**config.mk**
```make
export PLATFORM = sky130hd
export DESIGN_NAME = cache_row_sync_engine_flat
export DESIGN_NICKNAME = d
export VERILOG_FILES = /design/src/rtl/cache_row_sync_engine_if.sv /design/src/rtl/cache_row_sync_engine.sv /design/src/flat_wrapper.sv
export SDC_FILE = /design/constraint.sdc
export NUM_CORES = 1
export LEC_CHECK = 0
export ABC_AREA = 1
export ABC_CLOCK_PERIOD_IN_PS = 1450
export BUFFER_PORTS_ARGS = -buffer_cell sky130_fd_sc_hd__buf_2
export CORE_ASPECT_RATIO = 0.8
export CORE_MARGIN = 10
export CORE_UTILIZATION = 40
export CTS_BUF_LIST = sky130_fd_sc_hd__clkbuf_8 sky130_fd_sc_hd__clkbuf_16
export DETAILED_ROUTE_END_ITERATION = 8
export GPL_ROUTABILITY_DRIVEN = 1
export PLACE_DENSITY_LB_ADDON = 0.05
export SYNTH_ARGS = -nofsm -noshare
export SYNTH_HDL_FRONTEND = slang
export SYNTH_SLANG_ARGS = --single-unit
```
**constraint.sdc**
```tcl
create_clock -name clk -period 1.45 [get_ports clk]
set_clock_uncertainty 0.05 [all_clocks]
set_input_delay 0.145 -clock clk [delete_from_list [all_inputs] [get_ports clk]]
set_output_delay 0.145 -clock clk [all_outputs]
set_load 0.03 [all_outputs]
```
**src/rtl/cache_row_sync_engine_if.sv**
```systemverilog
// ----------------------------------------------------------------------------
// cache_row_sync_engine_if
// Bundles every non-clock signal of the row-cache sync engine:
//   - hold/sync handshake with the row-cache FSM, plus the miss/victim
//     descriptor (bg, ba, miss_rowid, victim_rowid, victim_crow, victim_dirty)
//   - memory beat port (mem_req/mem_we/mem_addr/mem_wdata, mem_ack/mem_rdata)
//   - row-cache data port (cache_rd/cache_we/cache_addr/cache_wdata,
//     cache_rdata with 1-cycle latency)
// Modports:
//   slave  : the sync engine (responds to hold, drives the memory/cache ports)
//   master : the environment (row-cache FSM, memory, cache storage)
// ----------------------------------------------------------------------------
interface cache_row_sync_engine_if #(
  parameter int BGWIDTH   = 2,
  parameter int BAWIDTH   = 2,
  parameter int CHWIDTH   = 5,
  parameter int ADDRWIDTH = 17,
  parameter int COLWIDTH  = 3,
  parameter int DWIDTH    = 64
);
  localparam int NBANK = 2 ** (BGWIDTH + BAWIDTH);
  localparam int MAW   = BGWIDTH + BAWIDTH + ADDRWIDTH + COLWIDTH;
  localparam int CAW   = BGWIDTH + BAWIDTH + CHWIDTH + COLWIDTH;

  logic                 hold;
  logic [BGWIDTH-1:0]   bg;
  logic [BAWIDTH-1:0]   ba;
  logic [ADDRWIDTH-1:0] miss_rowid;
  logic [ADDRWIDTH-1:0] victim_rowid;
  logic [CHWIDTH-1:0]   victim_crow;
  logic                 victim_dirty;
  logic [NBANK-1:0]     sync;
  logic                 busy;

  logic                 mem_req;
  logic                 mem_we;
  logic [MAW-1:0]       mem_addr;
  logic [DWIDTH-1:0]    mem_wdata;
  logic                 mem_ack;
  logic [DWIDTH-1:0]    mem_rdata;

  logic                 cache_rd;
  logic                 cache_we;
  logic [CAW-1:0]       cache_addr;
  logic [DWIDTH-1:0]    cache_wdata;
  logic [DWIDTH-1:0]    cache_rdata;

  modport slave (
    input  hold, bg, ba, miss_rowid, victim_rowid, victim_crow, victim_dirty,
    input  mem_ack, mem_rdata, cache_rdata,
    output sync, busy, mem_req, mem_we, mem_addr, mem_wdata,
    output cache_rd, cache_we, cache_addr, cache_wdata
  );

  modport master (
    output hold, bg, ba, miss_rowid, victim_rowid, victim_crow, victim_dirty,
    output mem_ack, mem_rdata, cache_rdata,
    input  sync, busy, mem_req, mem_we, mem_addr, mem_wdata,
    input  cache_rd, cache_we, cache_addr, cache_wdata
  );
endinterface

```
**src/rtl/cache_row_sync_engine.sv**
```systemverilog
// ----------------------------------------------------------------------------
// cache_row_sync_engine
// Services a row-cache miss stall: on hold it optionally writes the victim row
// back to memory (one cache read + one memory write per beat), then fills the
// missed row (one memory read + one cache write per beat), then pulses the
// per-bank sync bit {bg,ba} for one cycle and waits for hold to drop.
// Ports:
//   clk, reset_n : clock, asynchronous active-low reset
//   bus (slave)  : hold/sync handshake, miss/victim descriptor, memory beat
//                  port and row-cache data port (see cache_row_sync_engine_if)
// Configuration:
//   DIRTY_SKIP_EN : when defined, a clean victim skips the writeback phase;
//                   when undefined, writeback always precedes the fill.
// All outputs are registered.
// ----------------------------------------------------------------------------
module cache_row_sync_engine #(
  parameter int BGWIDTH   = 2,
  parameter int BAWIDTH   = 2,
  parameter int CHWIDTH   = 5,
  parameter int ADDRWIDTH = 17,
  parameter int COLWIDTH  = 3,
  parameter int DWIDTH    = 64
) (
  input logic                    clk,
  input logic                    reset_n,
  cache_row_sync_engine_if.slave bus
);
  localparam int NBANK = 2 ** (BGWIDTH + BAWIDTH);
  localparam int MAW   = BGWIDTH + BAWIDTH + ADDRWIDTH + COLWIDTH;
  localparam int CAW   = BGWIDTH + BAWIDTH + CHWIDTH + COLWIDTH;
  localparam logic [NBANK-1:0]    SYNC_ONE = NBANK'(1);
  localparam logic [COLWIDTH-1:0] COL_MAX  = '1;

`ifdef DIRTY_SKIP_EN
  localparam bit DIRTY_SKIP = 1'b1;
`else
  localparam bit DIRTY_SKIP = 1'b0;
`endif

  typedef enum logic [2:0] {
    S_IDLE,
    S_WB_RD,
    S_WB_WR,
    S_FILL,
    S_DONE,
    S_RELEASE
  } state_t;

  state_t               r_state;
  logic [BGWIDTH-1:0]   r_bg;
  logic [BAWIDTH-1:0]   r_ba;
  logic [ADDRWIDTH-1:0] r_miss_row;
  logic [ADDRWIDTH-1:0] r_victim_row;
  logic [CHWIDTH-1:0]   r_crow;
  logic [COLWIDTH-1:0]  r_col;

  logic [NBANK-1:0]     r_sync;
  logic                 r_busy;
  logic                 r_mem_req;
  logic                 r_mem_we;
  logic [MAW-1:0]       r_mem_addr;
  logic [DWIDTH-1:0]    r_mem_wdata;
  logic                 r_cache_rd;
  logic                 r_cache_we;
  logic [CAW-1:0]       r_cache_addr;
  logic [DWIDTH-1:0]    r_cache_wdata;

  logic                 w_need_wb;
  logic [COLWIDTH-1:0]  w_col_nxt;
  logic [NBANK-1:0]     w_sync_bit;

  // A clean victim only skips writeback when the skip feature is built in.
  assign w_need_wb  = bus.victim_dirty | ~DIRTY_SKIP;
  assign w_col_nxt  = r_col + 1'b1;
  assign w_sync_bit = SYNC_ONE << {r_bg, r_ba};

  // NOTE: sequential state uses non-blocking assignments only, so every
  // branch below reads the pre-edge values of all r_ registers.
  always_ff @(posedge clk or negedge reset_n) begin
    if (!reset_n) begin
      r_state       <= S_IDLE;
      r_bg          <= '0;
      r_ba          <= '0;
      r_miss_row    <= '0;
      r_victim_row  <= '0;
      r_crow        <= '0;
      r_col         <= '0;
      r_sync        <= '0;
      r_busy        <= 1'b0;
      r_mem_req     <= 1'b0;
      r_mem_we      <= 1'b0;
      r_mem_addr    <= '0;
      r_mem_wdata   <= '0;
      r_cache_rd    <= 1'b0;
      r_cache_we    <= 1'b0;
      r_cache_addr  <= '0;
      r_cache_wdata <= '0;
    end else begin
      // sync is a single-cycle pulse: cleared every cycle unless DONE sets it.
      r_sync <= '0;
      unique case (r_state)
        S_IDLE: begin
          if (bus.hold) begin
            r_bg         <= bus.bg;
            r_ba         <= bus.ba;
            r_miss_row   <= bus.miss_rowid;
            r_victim_row <= bus.victim_rowid;
            r_crow       <= bus.victim_crow;
            r_col        <= '0;
            r_busy       <= 1'b1;
            if (w_need_wb) begin
              // cache_rd is visible during the WB_RD cycle itself.
              r_cache_rd   <= 1'b1;
              r_cache_addr <= {bus.bg, bus.ba, bus.victim_crow, {COLWIDTH{1'b0}}};
              r_state      <= S_WB_RD;
            end else begin
              r_state <= S_FILL;
            end
          end
        end

        S_WB_RD: begin
          r_cache_rd <= 1'b0;
          r_state    <= S_WB_WR;
        end

        S_WB_WR: begin
          if (!r_mem_req) begin
            // First WB_WR cycle: the cache read issued in WB_RD is valid now.
            r_mem_wdata <= bus.cache_rdata;
            r_mem_req   <= 1'b1;
            r_mem_we    <= 1'b1;
            r_mem_addr  <= {r_bg, r_ba, r_victim_row, r_col};
          end else if (bus.mem_ack) begin
            r_mem_req <= 1'b0;
            r_mem_we  <= 1'b0;
            if (r_col == COL_MAX) begin
              r_col   <= '0;
              r_state <= S_FILL;
            end else begin
              r_col        <= w_col_nxt;
              r_cache_rd   <= 1'b1;
              r_cache_addr <= {r_bg, r_ba, r_crow, w_col_nxt};
              r_state      <= S_WB_RD;
            end
          end
        end

        S_FILL: begin
          if (r_cache_we) begin
            // Cache write cycle; the next read beat is issued straight away.
            r_cache_we <= 1'b0;
            if (r_col == COL_MAX) begin
              r_state <= S_DONE;
            end else begin
              r_col      <= w_col_nxt;
              r_mem_req  <= 1'b1;
              r_mem_addr <= {r_bg, r_ba, r_miss_row, w_col_nxt};
            end
          end else if (!r_mem_req) begin
            // Entry into FILL: issue the first read beat.
            r_mem_req  <= 1'b1;
            r_mem_we   <= 1'b0;
            r_mem_addr <= {r_bg, r_ba, r_miss_row, r_col};
          end else if (bus.mem_ack) begin
            r_mem_req     <= 1'b0;
            r_cache_wdata <= bus.mem_rdata;
            r_cache_we    <= 1'b1;
            r_cache_addr  <= {r_bg, r_ba, r_crow, r_col};
          end
        end

        S_DONE: begin
          r_sync  <= w_sync_bit;
          r_state <= S_RELEASE;
        end

        S_RELEASE: begin
          // Waiting for hold to drop prevents re-accepting the same stall.
          if (!bus.hold) begin
            r_busy  <= 1'b0;
            r_state <= S_IDLE;
          end
        end

        default: r_state <= S_IDLE;
      endcase
    end
  end

  assign bus.sync        = r_sync;
  assign bus.busy        = r_busy;
  assign bus.mem_req     = r_mem_req;
  assign bus.mem_we      = r_mem_we;
  assign bus.mem_addr    = r_mem_addr;
  assign bus.mem_wdata   = r_mem_wdata;
  assign bus.cache_rd    = r_cache_rd;
  assign bus.cache_we    = r_cache_we;
  assign bus.cache_addr  = r_cache_addr;
  assign bus.cache_wdata = r_cache_wdata;
endmodule

```
**src/flat_wrapper.sv**
```systemverilog
// flat-port wrapper written by rule: the top's interface ports become plain ports
module cache_row_sync_engine_flat 
#(
  parameter int BGWIDTH   = 2,
  parameter int BAWIDTH   = 2,
  parameter int CHWIDTH   = 5,
  parameter int ADDRWIDTH = 17,
  parameter int COLWIDTH  = 3,
  parameter int DWIDTH    = 64
)
  (clk, reset_n, bus_hold, bus_bg, bus_ba, bus_miss_rowid, bus_victim_rowid, bus_victim_crow, bus_victim_dirty, bus_mem_ack, bus_mem_rdata, bus_cache_rdata, bus_sync, bus_busy, bus_mem_req, bus_mem_we, bus_mem_addr, bus_mem_wdata, bus_cache_rd, bus_cache_we, bus_cache_addr, bus_cache_wdata);
  cache_row_sync_engine_if #(.BGWIDTH(BGWIDTH), .BAWIDTH(BAWIDTH), .CHWIDTH(CHWIDTH), .ADDRWIDTH(ADDRWIDTH), .COLWIDTH(COLWIDTH), .DWIDTH(DWIDTH)) bus_i ();
  input logic clk;
  input logic reset_n;
  input wire logic [$bits(bus_i.hold)-1:0] bus_hold;
  input wire logic [$bits(bus_i.bg)-1:0] bus_bg;
  input wire logic [$bits(bus_i.ba)-1:0] bus_ba;
  input wire logic [$bits(bus_i.miss_rowid)-1:0] bus_miss_rowid;
  input wire logic [$bits(bus_i.victim_rowid)-1:0] bus_victim_rowid;
  input wire logic [$bits(bus_i.victim_crow)-1:0] bus_victim_crow;
  input wire logic [$bits(bus_i.victim_dirty)-1:0] bus_victim_dirty;
  input wire logic [$bits(bus_i.mem_ack)-1:0] bus_mem_ack;
  input wire logic [$bits(bus_i.mem_rdata)-1:0] bus_mem_rdata;
  input wire logic [$bits(bus_i.cache_rdata)-1:0] bus_cache_rdata;
  output wire logic [$bits(bus_i.sync)-1:0] bus_sync;
  output wire logic [$bits(bus_i.busy)-1:0] bus_busy;
  output wire logic [$bits(bus_i.mem_req)-1:0] bus_mem_req;
  output wire logic [$bits(bus_i.mem_we)-1:0] bus_mem_we;
  output wire logic [$bits(bus_i.mem_addr)-1:0] bus_mem_addr;
  output wire logic [$bits(bus_i.mem_wdata)-1:0] bus_mem_wdata;
  output wire logic [$bits(bus_i.cache_rd)-1:0] bus_cache_rd;
  output wire logic [$bits(bus_i.cache_we)-1:0] bus_cache_we;
  output wire logic [$bits(bus_i.cache_addr)-1:0] bus_cache_addr;
  output wire logic [$bits(bus_i.cache_wdata)-1:0] bus_cache_wdata;
  assign bus_i.hold = bus_hold;
  assign bus_i.bg = bus_bg;
  assign bus_i.ba = bus_ba;
  assign bus_i.miss_rowid = bus_miss_rowid;
  assign bus_i.victim_rowid = bus_victim_rowid;
  assign bus_i.victim_crow = bus_victim_crow;
  assign bus_i.victim_dirty = bus_victim_dirty;
  assign bus_i.mem_ack = bus_mem_ack;
  assign bus_i.mem_rdata = bus_mem_rdata;
  assign bus_i.cache_rdata = bus_cache_rdata;
  assign bus_sync = bus_i.sync;
  assign bus_busy = bus_i.busy;
  assign bus_mem_req = bus_i.mem_req;
  assign bus_mem_we = bus_i.mem_we;
  assign bus_mem_addr = bus_i.mem_addr;
  assign bus_mem_wdata = bus_i.mem_wdata;
  assign bus_cache_rd = bus_i.cache_rd;
  assign bus_cache_we = bus_i.cache_we;
  assign bus_cache_addr = bus_i.cache_addr;
  assign bus_cache_wdata = bus_i.cache_wdata;
  cache_row_sync_engine #(.BGWIDTH(BGWIDTH), .BAWIDTH(BAWIDTH), .CHWIDTH(CHWIDTH), .ADDRWIDTH(ADDRWIDTH), .COLWIDTH(COLWIDTH), .DWIDTH(DWIDTH)) u_core (.clk(clk), .reset_n(reset_n), .bus(bus_i));
endmodule
```
==> flow_summary.yaml <==
place:
  preCtsSetupSlack_ps: -149
  dpl-instance-area_sq_mm: 0.0123
  dp_hpwl_um: 23500
  port_buffers: 359
  dp_cells: 1744
  routabilityCongestion: 0.828
layout:
  fin_area_sq_mm: 0.0163
  drive_gt1_frac: 0.416
  syn_to_final_growth_pct: 67.7
  fin_nets: 1854
  instances_no_fill: 2007
route:
  ant_nets: 0
  num_vias: 9657
  drt-initial-drc-count: 513
  wl_per_cell_um: 18.7
  avgViaCountPerCell: 4.81
  firstDrtPassIters: 5
  drc: 0
  wl_um: 37400
floorplanning:
  rows: 50
  fp.coreArea_sq_mm: 0.0236
  die_area_sq_mm: 0.0309
  ios: 361
  die_x_um: 194
  die_y_um: 159
  start_util: 0.410
power:
  powerDensity_mw_per_mm2: 2220
  ir_drop_uv: 1330
  leakage_nw: 8.62
clock_network:
  numCtsBuffers: 25
  clkLatencyLatePin_ps: 520
  root_buffer: "clkbuf_16"
  cts_tree: "yes"
  clockBufferDepth: 3
  htreeDepth: 1
  cts.clk_slew.worst_paths_ps: 70
  cts_sinks: 234
setup_path:
  cp_data_arrival_time_ps: 1950
  start_kind: "register"
  worstSetupPathType: "register to register"
  path_max_fanout: 36
  crit_required_ps: 1790
  critPathCaptureType: "register"
synthesis:
  synthesis.area_sq_mm: 0.00969
  yosys_register_bits: 234
  yosys_warnings: 0
  yosys-top-cells-count: "519 x nand2_1, 234 x dfrtp_1, 133 x nand3_1"
  yosysSeqAreaShare: 0.604
  syn_inst: 1067
  syn-num-nets: 1245
  ys_top_cells_by_area: "dfrtp_1 60%, nand2_1 20%, nand3_1 6.9%, mux2_2 2.8%, mux2_1 1.9%"
  synth-edff-count: 0
  ys.flop_type: "dfrtp_1"
  syn_area_per_cell_sq_um: 9.08
  yosysUniqueCellTypes: 24
  async_flop_share: 1.00
  synth_top_cell_area_share: 0.604
  synth.most_common_cell: "nand2_1"
  synth_top_cell_by_area: "dfrtp_1"
timing:
  hold_ws_ps: 88.4
  fin_crit_ps: 1610
  rsz0062_at_grt: "true"
  finalHoldViolCount: 0
  final-setup-viol-count: 216
  slew_headroom: 0.718
  setup_ws_ps: -160
  min_period_over_period: 1.11
  worstMarginPinSlew_ps: 423
  slew_viol_final: 0
  fmax_ghz: 0.621
global_route:
  grt-ovfl-total: 0
  track_usage: 0.214
  antenna_found_initial: 3
  grtUsageMet3: 0.0586
  grt_pass1_vias: 9704
  grt_use_met2: 0.336
  grt_max_degree: 65
  grt_pass1_wl_um: 54700
  busiest_layer: "met2"
  grt_use_met1: 0.276
hold_path:
  hp-class: "input port to async pin"
outcome:
  status: "finished with violations"
  violations: "setup timing"
job:
  cap_violations: 0
-- worst paths after layout --
| check | from | endpoint | slack, ps | cells past startpoint |
|---|---|---|---|---|
| max | u_core.r_state[0]$_DFFE_PN0P_ | u_core.r_victim_row[8]$_DFFE_PN0P_ | -160 | 6 |
| min | reset_n | u_core.bus.mem_addr[16]$_DFFE_PN0P_ | 90 | 2 |
| max reg2reg | u_core.r_state[0]$_DFFE_PN0P_ | u_core.r_victim_row[8]$_DFFE_PN0P_ | -160 | 6 |
| min reg2reg | u_core.bus.cache_wdata[47]$_DFFE_PN0P_ | u_core.bus.cache_wdata[47]$_DFFE_PN0P_ | 420 | 2 |
| max in group asynchronous | reset_n | u_core.bus.sync[13]$_DFF_PN0_ | 680 | 3 |
| min in group clk | bus_cache_rdata[14] | u_core.bus.mem_wdata[14]$_DFFE_PN0P_ | 310 | 4 |
-- metrics by stage --
stage               power [W]  TNS, ps   util
finish                 0.0361   -21930  0.687
global route           0.0382   -39590  0.687
CTS                    0.0341   -20570  0.647
detailed placement     0.0266   -13270  0.521
global placement       0.0264   -11160  0.521
floorplan              0.0210    -2140      -
-- routing by layer --
metal	vias up	part of all wire
li1	4609	-
met1	4584	0.41
met2	381	0.47
met3	83	0.077
met4	0	0.037
met5	-	0
-- layout by cell type (no fill, tap or decap), types with 22 or more instances in the layout --
cell,n
nand2_1,390
buf_2,358
dfrtp_1,230
dlygate4sd3_1,174
nand3_1,113
nand2_2,87
buf_4,47
nand2_4,44
clkbuf_16,35
nor2_1,27
buf_12,25
mux2_2,24
inv_1,22
-- kinds of logic (layout without fill, tap and decap cells) --
family,Yosys count,after routing,synth area share
other cells,0,3,0
mux,40,40,0.0465
flops,234,234,0.604
buf+inv,78,702,0.0426
compound gates,14,14,0.00749
fa+ha+maj,2,2,0.00258
simple gates,699,700,0.297
-- flip-flops by register name, indices dropped and copies added, names as in the netlist, 2 cells and up --
register,count
u_core.bus.cache_wdata,64
u_core.bus.mem_wdata,64
u_core.bus.mem_addr,24
u_core.r_miss_row,17
u_core.r_victim_row,17
u_core.bus.sync,16
u_core.bus.cache_addr,12
u_core.r_crow,5
u_core.r_col,3
u_core.r_state,3
u_core.r_ba,2
u_core.r_bg,2
-- critical path: stages, from the launching register on --
cell and delay (ps):
dfrtp_1 410, buf_6 140, buf_6 110, nor2_4 110, nand3_2 100, buf_12 190, mux2_1 340
-- where the power goes --
group          switching, W  internal (W)  total (W)
clock network       0.00256       0.00346    0.00602
registers           0.00209       0.00945     0.0115
logic                0.0116       0.00696     0.0185
-- final cells by class --
class	count	area, sq um
Inverter	19	81.3
Tap cell	312	390
Antenna cell	3	7.51
Timing Repair Buffer	640	4980
Multi-Input combinational cell	756	4160
Sequential cell	234	5860
Fill cell	1877	7400
Clock inverter	11	45.0
Clock buffer	32	722
-- timing repair --
| item | CTS | global route |
|---|---|---|
| resized for setup | 60 | 192 |
| cloned | 3 | 17 |
| pin swaps | 11 | 34 |
| setup buffers | 19 | 8 |
| setup endpoints to repair | 148 | 232 |
| hold buffers | 174 | 0 |
| endpoints found under the hold margin | 417 | 0 |
Note: power is estimated with default switching activity, not from simulation.
